==> src/rtl/pulse_scheduler_pkg.sv <==
// Shared types and constants for the pulse scheduler: descriptor layout,
// FSM state encodings and a field-extraction helper.
package pulse_scheduler_pkg;

  localparam int DESC_W  = 64;
  localparam int DELAY_W = 12;

  // Layout of a pulse descriptor as issued by the quantum handler.
  typedef struct packed {
    logic [3:0]  qubit;
    logic [11:0] delay;
    logic [15:0] duration;
    logic [15:0] amp;
    logic [15:0] phase;
  } pulse_descriptor_t;

  // Scheduler FSM encodings, kept as plain constants for older tool flows.
  localparam logic [1:0] ST_IDLE  = 2'd0;
  localparam logic [1:0] ST_WAIT  = 2'd1;
  localparam logic [1:0] ST_ISSUE = 2'd2;

  // Pull the inter-pulse delay out of a raw descriptor word.
  function automatic logic [DELAY_W-1:0] desc_delay(input logic [DESC_W-1:0] raw);
    pulse_descriptor_t d;
    d = pulse_descriptor_t'(raw);
    return d.delay;
  endfunction

endpackage

==> src/rtl/pulse_fifo.sv <==
// Synchronous FIFO for pulse descriptors. Head entry is readable without a
// pop so the scheduler can latch it on the same edge it pops. Pushes that
// arrive while full are dropped and flagged with a sticky overflow bit.
module pulse_fifo
  import pulse_scheduler_pkg::*;
#(
  parameter int DEPTH = 16,
  parameter int WIDTH = DESC_W
) (
  input  logic             clk,
  input  logic             reset,
  input  logic             push_valid_i,
  input  logic [WIDTH-1:0] wdata_i,
  input  logic             pop_i,
  output logic [WIDTH-1:0] rdata_o,
  output logic             full_o,
  output logic             empty_o,
  output logic             overflow_o
);

  localparam int AW = $clog2(DEPTH);
  localparam logic [AW:0] FULL_CNT = (AW+1)'(DEPTH);

  logic [WIDTH-1:0] mem_q [DEPTH];
  logic [AW-1:0]    wr_ptr_q, wr_ptr_d;
  logic [AW-1:0]    rd_ptr_q, rd_ptr_d;
  logic [AW:0]      count_q, count_d;
  logic             overflow_q, overflow_d;
  logic             push_ok, pop_ok;

  // Status is decoded purely from the registered count.
  assign full_o     = (count_q == FULL_CNT);
  assign empty_o    = (count_q == '0);
  assign overflow_o = overflow_q;
  assign rdata_o    = mem_q[rd_ptr_q];

  assign push_ok = push_valid_i && !full_o;
  assign pop_ok  = pop_i && !empty_o;

  // Next-state for pointers, occupancy and the sticky overflow flag.
  always_comb begin
    wr_ptr_d   = wr_ptr_q;
    rd_ptr_d   = rd_ptr_q;
    count_d    = count_q;
    overflow_d = overflow_q;
    if (push_ok) wr_ptr_d = wr_ptr_q + AW'(1);
    if (pop_ok)  rd_ptr_d = rd_ptr_q + AW'(1);
    case ({push_ok, pop_ok})
      2'b10:   count_d = count_q + (AW+1)'(1);
      2'b01:   count_d = count_q - (AW+1)'(1);
      default: count_d = count_q;
    endcase
    // A full-FIFO push is lost even if a pop frees a slot on the same edge.
    if (push_valid_i && full_o) overflow_d = 1'b1;
  end

  // Control registers with synchronous reset.
  always_ff @(posedge clk) begin
    if (reset) begin
      wr_ptr_q   <= '0;
      rd_ptr_q   <= '0;
      count_q    <= '0;
      overflow_q <= 1'b0;
    end else begin
      wr_ptr_q   <= wr_ptr_d;
      rd_ptr_q   <= rd_ptr_d;
      count_q    <= count_d;
      overflow_q <= overflow_d;
    end
  end

  // Storage array; contents need no reset since count gates visibility.
  always_ff @(posedge clk) begin
    if (push_ok) mem_q[wr_ptr_q] <= wdata_i;
  end

endmodule

==> src/rtl/pulse_scheduler.sv <==
// Pulse scheduler: buffers descriptors, waits each one's programmed delay,
// then presents it to the pulse generator with a valid/ready handshake and
// a free-running cycle timestamp.
module pulse_scheduler
  import pulse_scheduler_pkg::*;
#(
  parameter int DEPTH = 16,
  parameter int TS_W  = 32
) (
  input  logic              clk,
  input  logic              reset,
  input  logic [63:0]       pulse_descriptor,
  input  logic              pulse_descriptor_valid,
  output logic              pulse_register_full,
  output logic              pulse_register_empty,
  input  logic              run,
  output logic [63:0]       out_descriptor,
  output logic [TS_W-1:0]   out_timestamp,
  output logic              out_valid,
  input  logic              out_ready,
  output logic              overflow
);

  logic [63:0]        fifo_rdata;
  logic               fifo_empty;
  logic               pop;
  logic               can_pop;

  logic [1:0]         state_q, state_d;
  logic [DELAY_W-1:0] dcnt_q, dcnt_d;
  logic [63:0]        hold_q, hold_d;
  logic [TS_W-1:0]    ts_q;
  logic [63:0]        out_desc_q, out_desc_d;
  logic [TS_W-1:0]    out_ts_q, out_ts_d;
  logic               out_valid_q, out_valid_d;

  pulse_fifo #(
    .DEPTH (DEPTH),
    .WIDTH (64)
  ) u_fifo (
    .clk          (clk),
    .reset        (reset),
    .push_valid_i (pulse_descriptor_valid),
    .wdata_i      (pulse_descriptor),
    .pop_i        (pop),
    .rdata_o      (fifo_rdata),
    .full_o       (pulse_register_full),
    .empty_o      (fifo_empty),
    .overflow_o   (overflow)
  );

  assign pulse_register_empty = fifo_empty;
  assign out_descriptor       = out_desc_q;
  assign out_timestamp        = out_ts_q;
  assign out_valid            = out_valid_q;

  assign can_pop = run && !fifo_empty;

  // Scheduler FSM: pop -> count down delay -> hold valid until accepted.
  always_comb begin
    state_d     = state_q;
    dcnt_d      = dcnt_q;
    hold_d      = hold_q;
    out_desc_d  = out_desc_q;
    out_ts_d    = out_ts_q;
    out_valid_d = out_valid_q;
    pop         = 1'b0;
    case (state_q)
      ST_IDLE: begin
        if (can_pop) begin
          pop     = 1'b1;
          hold_d  = fifo_rdata;
          dcnt_d  = desc_delay(fifo_rdata);
          state_d = ST_WAIT;
        end
      end
      ST_WAIT: begin
        // run is deliberately ignored here: a popped pulse always goes out.
        if (dcnt_q == '0) begin
          out_desc_d  = hold_q;
          out_ts_d    = ts_q;
          out_valid_d = 1'b1;
          state_d     = ST_ISSUE;
        end else begin
          dcnt_d = dcnt_q - DELAY_W'(1);
        end
      end
      ST_ISSUE: begin
        if (out_ready) begin
          out_valid_d = 1'b0;
          if (can_pop) begin
            pop     = 1'b1;
            hold_d  = fifo_rdata;
            dcnt_d  = desc_delay(fifo_rdata);
            state_d = ST_WAIT;
          end else begin
            state_d = ST_IDLE;
          end
        end
      end
      default: state_d = ST_IDLE;
    endcase
  end

  // FSM, hold, delay counter and output registers.
  always_ff @(posedge clk) begin
    if (reset) begin
      state_q     <= ST_IDLE;
      dcnt_q      <= '0;
      hold_q      <= '0;
      out_desc_q  <= '0;
      out_ts_q    <= '0;
      out_valid_q <= 1'b0;
    end else begin
      state_q     <= state_d;
      dcnt_q      <= dcnt_d;
      hold_q      <= hold_d;
      out_desc_q  <= out_desc_d;
      out_ts_q    <= out_ts_d;
      out_valid_q <= out_valid_d;
    end
  end

  // Free-running cycle timestamp, wraps naturally.
  always_ff @(posedge clk) begin
    if (reset) ts_q <= '0;
    else       ts_q <= ts_q + TS_W'(1);
  end

endmodule

==> config.mk <==
export PLATFORM = sky130hd
export DESIGN_NAME = pulse_scheduler
export DESIGN_NICKNAME = d
export VERILOG_FILES = /design/src/rtl/pulse_scheduler_pkg.sv /design/src/rtl/pulse_fifo.sv /design/src/rtl/pulse_scheduler.sv
export SDC_FILE = /design/constraint.sdc
export NUM_CORES = 1
export LEC_CHECK = 0
export CORE_MARGIN = 1
export CORE_UTILIZATION = 31
export CTS_BUF_LIST = sky130_fd_sc_hd__clkbuf_8 sky130_fd_sc_hd__clkbuf_16
export DETAILED_ROUTE_END_ITERATION = 10
export PLACE_DENSITY = 0.47
export SLEW_MARGIN = 20
export SYNTH_ARGS = -nofsm -noshare
export SYNTH_HDL_FRONTEND = slang
export SYNTH_SLANG_ARGS = --single-unit
==> constraint.sdc <==
create_clock -name clk -period 9 [get_ports clk]
set_input_delay 1.35 -clock clk [delete_from_list [all_inputs] [get_ports clk]]
set_output_delay 1.35 -clock clk [all_outputs]
set_load 0.1 [all_outputs]
==> flow_metrics.py <==
metrics = {
    "setup_path": {
        "slowest_stage": "clkinv_2",
        "path_class": "input port to flop",
        "crit_chain": "clkdlybuf4s50_1 > nand2b_1 > o211ai_4 > buf_4 > clkinv_2 > ha_1 > xor2_1 > ha_1 > a41oi_1 > xor2_1 > or3_1 > a21oi_1",
        "cp.required_ps": 9670,
        "startpoint_type": "input port",
        "worst_path_largest_cell_delay_ps": 630,
        "path_max_fanout": 28,
        "arrival_ps": 5150,
        "regToRegStartpoint": "u_fifo.count_q[1]$_SDFFE_PP0P_",
        "cp-end-kind": "flop",
        "startpoint": "out_ready",
    },
    "synth": {
        "syn-num-nets": 2594,
        "async_flop_share_pct": 0,
        "yosysWarnings": 0,
        "ys_ff_latch": 1249,
        "syn-cell-area_sq_mm": 0.04703,
        "synth_enable_flop_cells": 1024,
        "synth_cells": 2515,
        "ys.flop_type": "edfxtp_1",
        "syn_avg_cell_area_sq_um": 18.70,
        "yosysUniqueCellTypes": 60,
        "synth_seq_area_share_pct": 74.96,
    },
    "pwr": {
        "power-per-cell-area_mw_per_mm2": 269.1,
        "power.leakage_nw": 17.04,
        "ir_drop_mv": 0.2804,
        "p_total_w": 0.01501,
    },
    "route": {
        "firstDrtPassIters": 5,
        "drc": 0,
        "wire_per_inst_um": 23.92,
        "wl_um": 116300,
        "drtIter0Drc": 1389,
        "vias_per_cell": 4.898,
        "num_vias": 23830,
        "antenna_left": 0,
    },
    "floorplanning": {
        "initial_core_util_pct": 31.33,
        "die_w_um": 391.5,
        "core-area_sq_mm": 0.1501,
        "io_pins": 169,
        "rows": 142,
        "die_y_um": 391.5,
        "die_area_sq_mm": 0.1533,
    },
    "timing": {
        "setup_viol": 0,
        "hold_violations": 0,
        "grt_setup_unrepaired": "false",
        "skew_ps": 31.94,
        "setup_tns_ps": 0,
        "tightest_slew_ps": 1062,
        "max_freq_mhz": 223.0,
        "maxSlewViolCount": 0,
        "fin_hold_ws_ps": 450.1,
        "fin_crit_sh_pct": 49.82,
        "relSlewSlack_pct": 29.20,
        "min_period_ps": 4484,
    },
    "run_status": {
        "status": "completed",
    },
    "placement": {
        "gp_congestion": 0.7633,
        "hpwlAfterDp_um": 65900,
        "post_dp_cell_area_sq_mm": 0.05122,
        "port_buffers": 168,
    },
    "clock_network": {
        "cts_buffers": 139,
        "clkLatencyLatePin_ps": 780,
        "clock_path_buffers": 3,
        "postCtsSetupBuffers": 0,
        "cts.sinks": 1249,
        "cts.repair.resized": 0,
        "ctsHoldBuffers": 0,
        "cts.reportedPaths.clkPinSlew_ps": 60,
        "clk_root_buffer_cell": "clkbuf_16",
        "cts.htree.levels": 4,
        "tritoncts": "done",
    },
    "layout": {
        "final_util_pct": 37.15,
        "nets": 2812,
        "fillers": 13810,
        "drive_gt1_share_pct": 21.57,
        "syn_to_final_growth_pct": 18.58,
        "fin_area_sq_mm": 0.05577,
    },
    "global_route": {
        "grt-ovfl-total": 0,
        "grt_max_degree": 133,
        "grt_pass1_vias": 25730,
        "grt_pass1_wl_um": 173600,
        "antenna_found_initial": 15,
        "track_usage_pct": 15.41,
    },
    "run": {
        "timing.max_cap.violations": 0,
    },
    "worst_hold_path": {
        "hp-start": "hold_q[53]$_SDFFE_PP0P_",
        "holdCritPathClass": "flop to flop",
    },
}
## layout by cell type, fill, tap and decap left out, types with 12 or more instances in the layout
| cell type | instances |
|---|---|
| mux4_2 | 314 |
| clkinv_1 | 22 |
| edfxtp_1 | 1024 |
| clkbuf_8 | 17 |
| xnor2_1 | 13 |
| inv_1 | 41 |
| a21oi_1 | 178 |
| dfxtp_1 | 221 |
| o21ai_0 | 16 |
| clkbuf_16 | 146 |
| nand2_1 | 342 |
| clkdlybuf4s50_1 | 167 |
| nor2_4 | 13 |
| xor2_1 | 18 |
| buf_4 | 39 |
| clkinv_2 | 25 |
| nor2_1 | 51 |
| nor3_1 | 12 |
| nand3_1 | 13 |
## flip-flops by register name, indices dropped and copies added (netlist names), named ones only
register / cells
u_fifo.count_q: 5
u_fifo.rd_ptr_q: 4
out_valid: 1
ts_q: 32
hold_q: 64
state_q: 2
u_fifo.mem_q: 1024
out_descriptor: 64
out_timestamp: 32
dcnt_q: 12
u_fifo.wr_ptr_q: 4
u_fifo.overflow_o: 1
## through the flow
step / std cells / setup slack, ps
6_report: 4864 / 4516
5_1_grt: 4864 / 4419
4_1_cts: 4862 / 4570
3_5_place_dp: 4607 / 3765
3_3_place_gp: 4600 / 3860
2_1_floorplan: 2515 / 2019
## area by class of cell
class / instances / area (sq um) / share of cell area (%)
multi-input combinational: 1109 / 11180 / 20.06
tap: 2016 / 2522 / 4.523
antenna: 1 / 2.502 / 0.004487
clock inverter: 93 / 643.1 / 1.153
clock buffer: 162 / 3874 / 6.946
sequential: 1249 / 35270 / 63.24
inverter: 16 / 61.31 / 0.1099
timing repair buffer: 218 / 2212 / 3.967
## cells by family (layout without fill, tap and decap cells)
| family | count (synthesis) | after routing | share of synthesized area [%] |
|---|---|---|---|
| AO/OA/AOI/OAI | 235 | 235 | 2.775 |
| XOR/XNOR | 31 | 31 | 0.5773 |
| adder cells (fa/ha/maj) | 10 | 10 | 0.2660 |
| buffers and inverters | 157 | 489 | 1.503 |
| flip-flops | 1249 | 1249 | 74.96 |
| multiplexers | 322 | 322 | 15.22 |
| other | 0 | 1 | 0 |
| AND/OR/NAND/NOR | 511 | 511 | 4.701 |
## report_power, final
group / internal, W / leakage (nW) / switching, W
combinational: 0.00115 / 3.63 / 0.00157
sequential: 0.00655 / 11.1 / 0.000214
clock: 0.00320 / 2.33 / 0.00232
total: 0.0109 / 17.0 / 0.00410
## metal layers
metal  vias to the layer above  GRT usage [%]  part of all wire [%]
met5                         -              0                 0.040
met4                         8          4.164                   1.8
met3                       166          2.619                   4.3
met2                       572          25.66                    50
met1                     12650          20.77                    44
li1                      10430              -                     -
## synth_stat cells (3+ instances only)
master,number,area [sq um]
clkbuf_1,67,251.5
xnor2_1,13,113.9
and4_1,4,35.03
o21ai_1,5,25.02
nor2b_1,9,56.30
nor4_1,8,50.05
ha_1,10,125.1
o22ai_1,6,37.54
a211oi_1,4,30.03
mux2i_1,5,50.05
inv_1,15,56.30
o21ai_0,16,80.08
and3_1,9,56.30
a31oi_1,4,25.02
buf_4,8,60.06
nand2b_1,8,50.05
nor2_1,63,236.5
a21oi_1,178,890.9
buf_6,4,45.04
or3_1,7,43.79
and2_1,3,18.77
nand4_1,11,68.82
xor2_1,18,157.7
edfxtp_1,1024,30750
mux2_2,3,33.78
mux4_2,314,7072
nand2_1,342,1284
a31o_2,3,26.28
dfxtp_1,225,4504
buf_1,16,60.06
or4_1,4,30.03
nand3_1,13,65.06
nor3_1,16,80.08
buf_2,46,230.2
## final timing paths
path	slack, ps	endpoint	depth (start not counted)
min	450	hold_q[53]$_SDFFE_PP0P_	2
max	4520	u_fifo.count_q[2]$_SDFFE_PP0P_	12
max reg2reg	4790	u_fifo.count_q[2]$_SDFFE_PP0P_	11
min reg2reg	450	hold_q[53]$_SDFFE_PP0P_	2
## critical path: cells and delay by family
family / cells / cell delay, ps
simple gates: 2 / 590
compound gates: 3 / 550
buf+inv: 3 / 1470
xor+xnor: 2 / 340
fa+ha+maj: 2 / 830
Note: power is estimated with default switching activity, not from simulation.
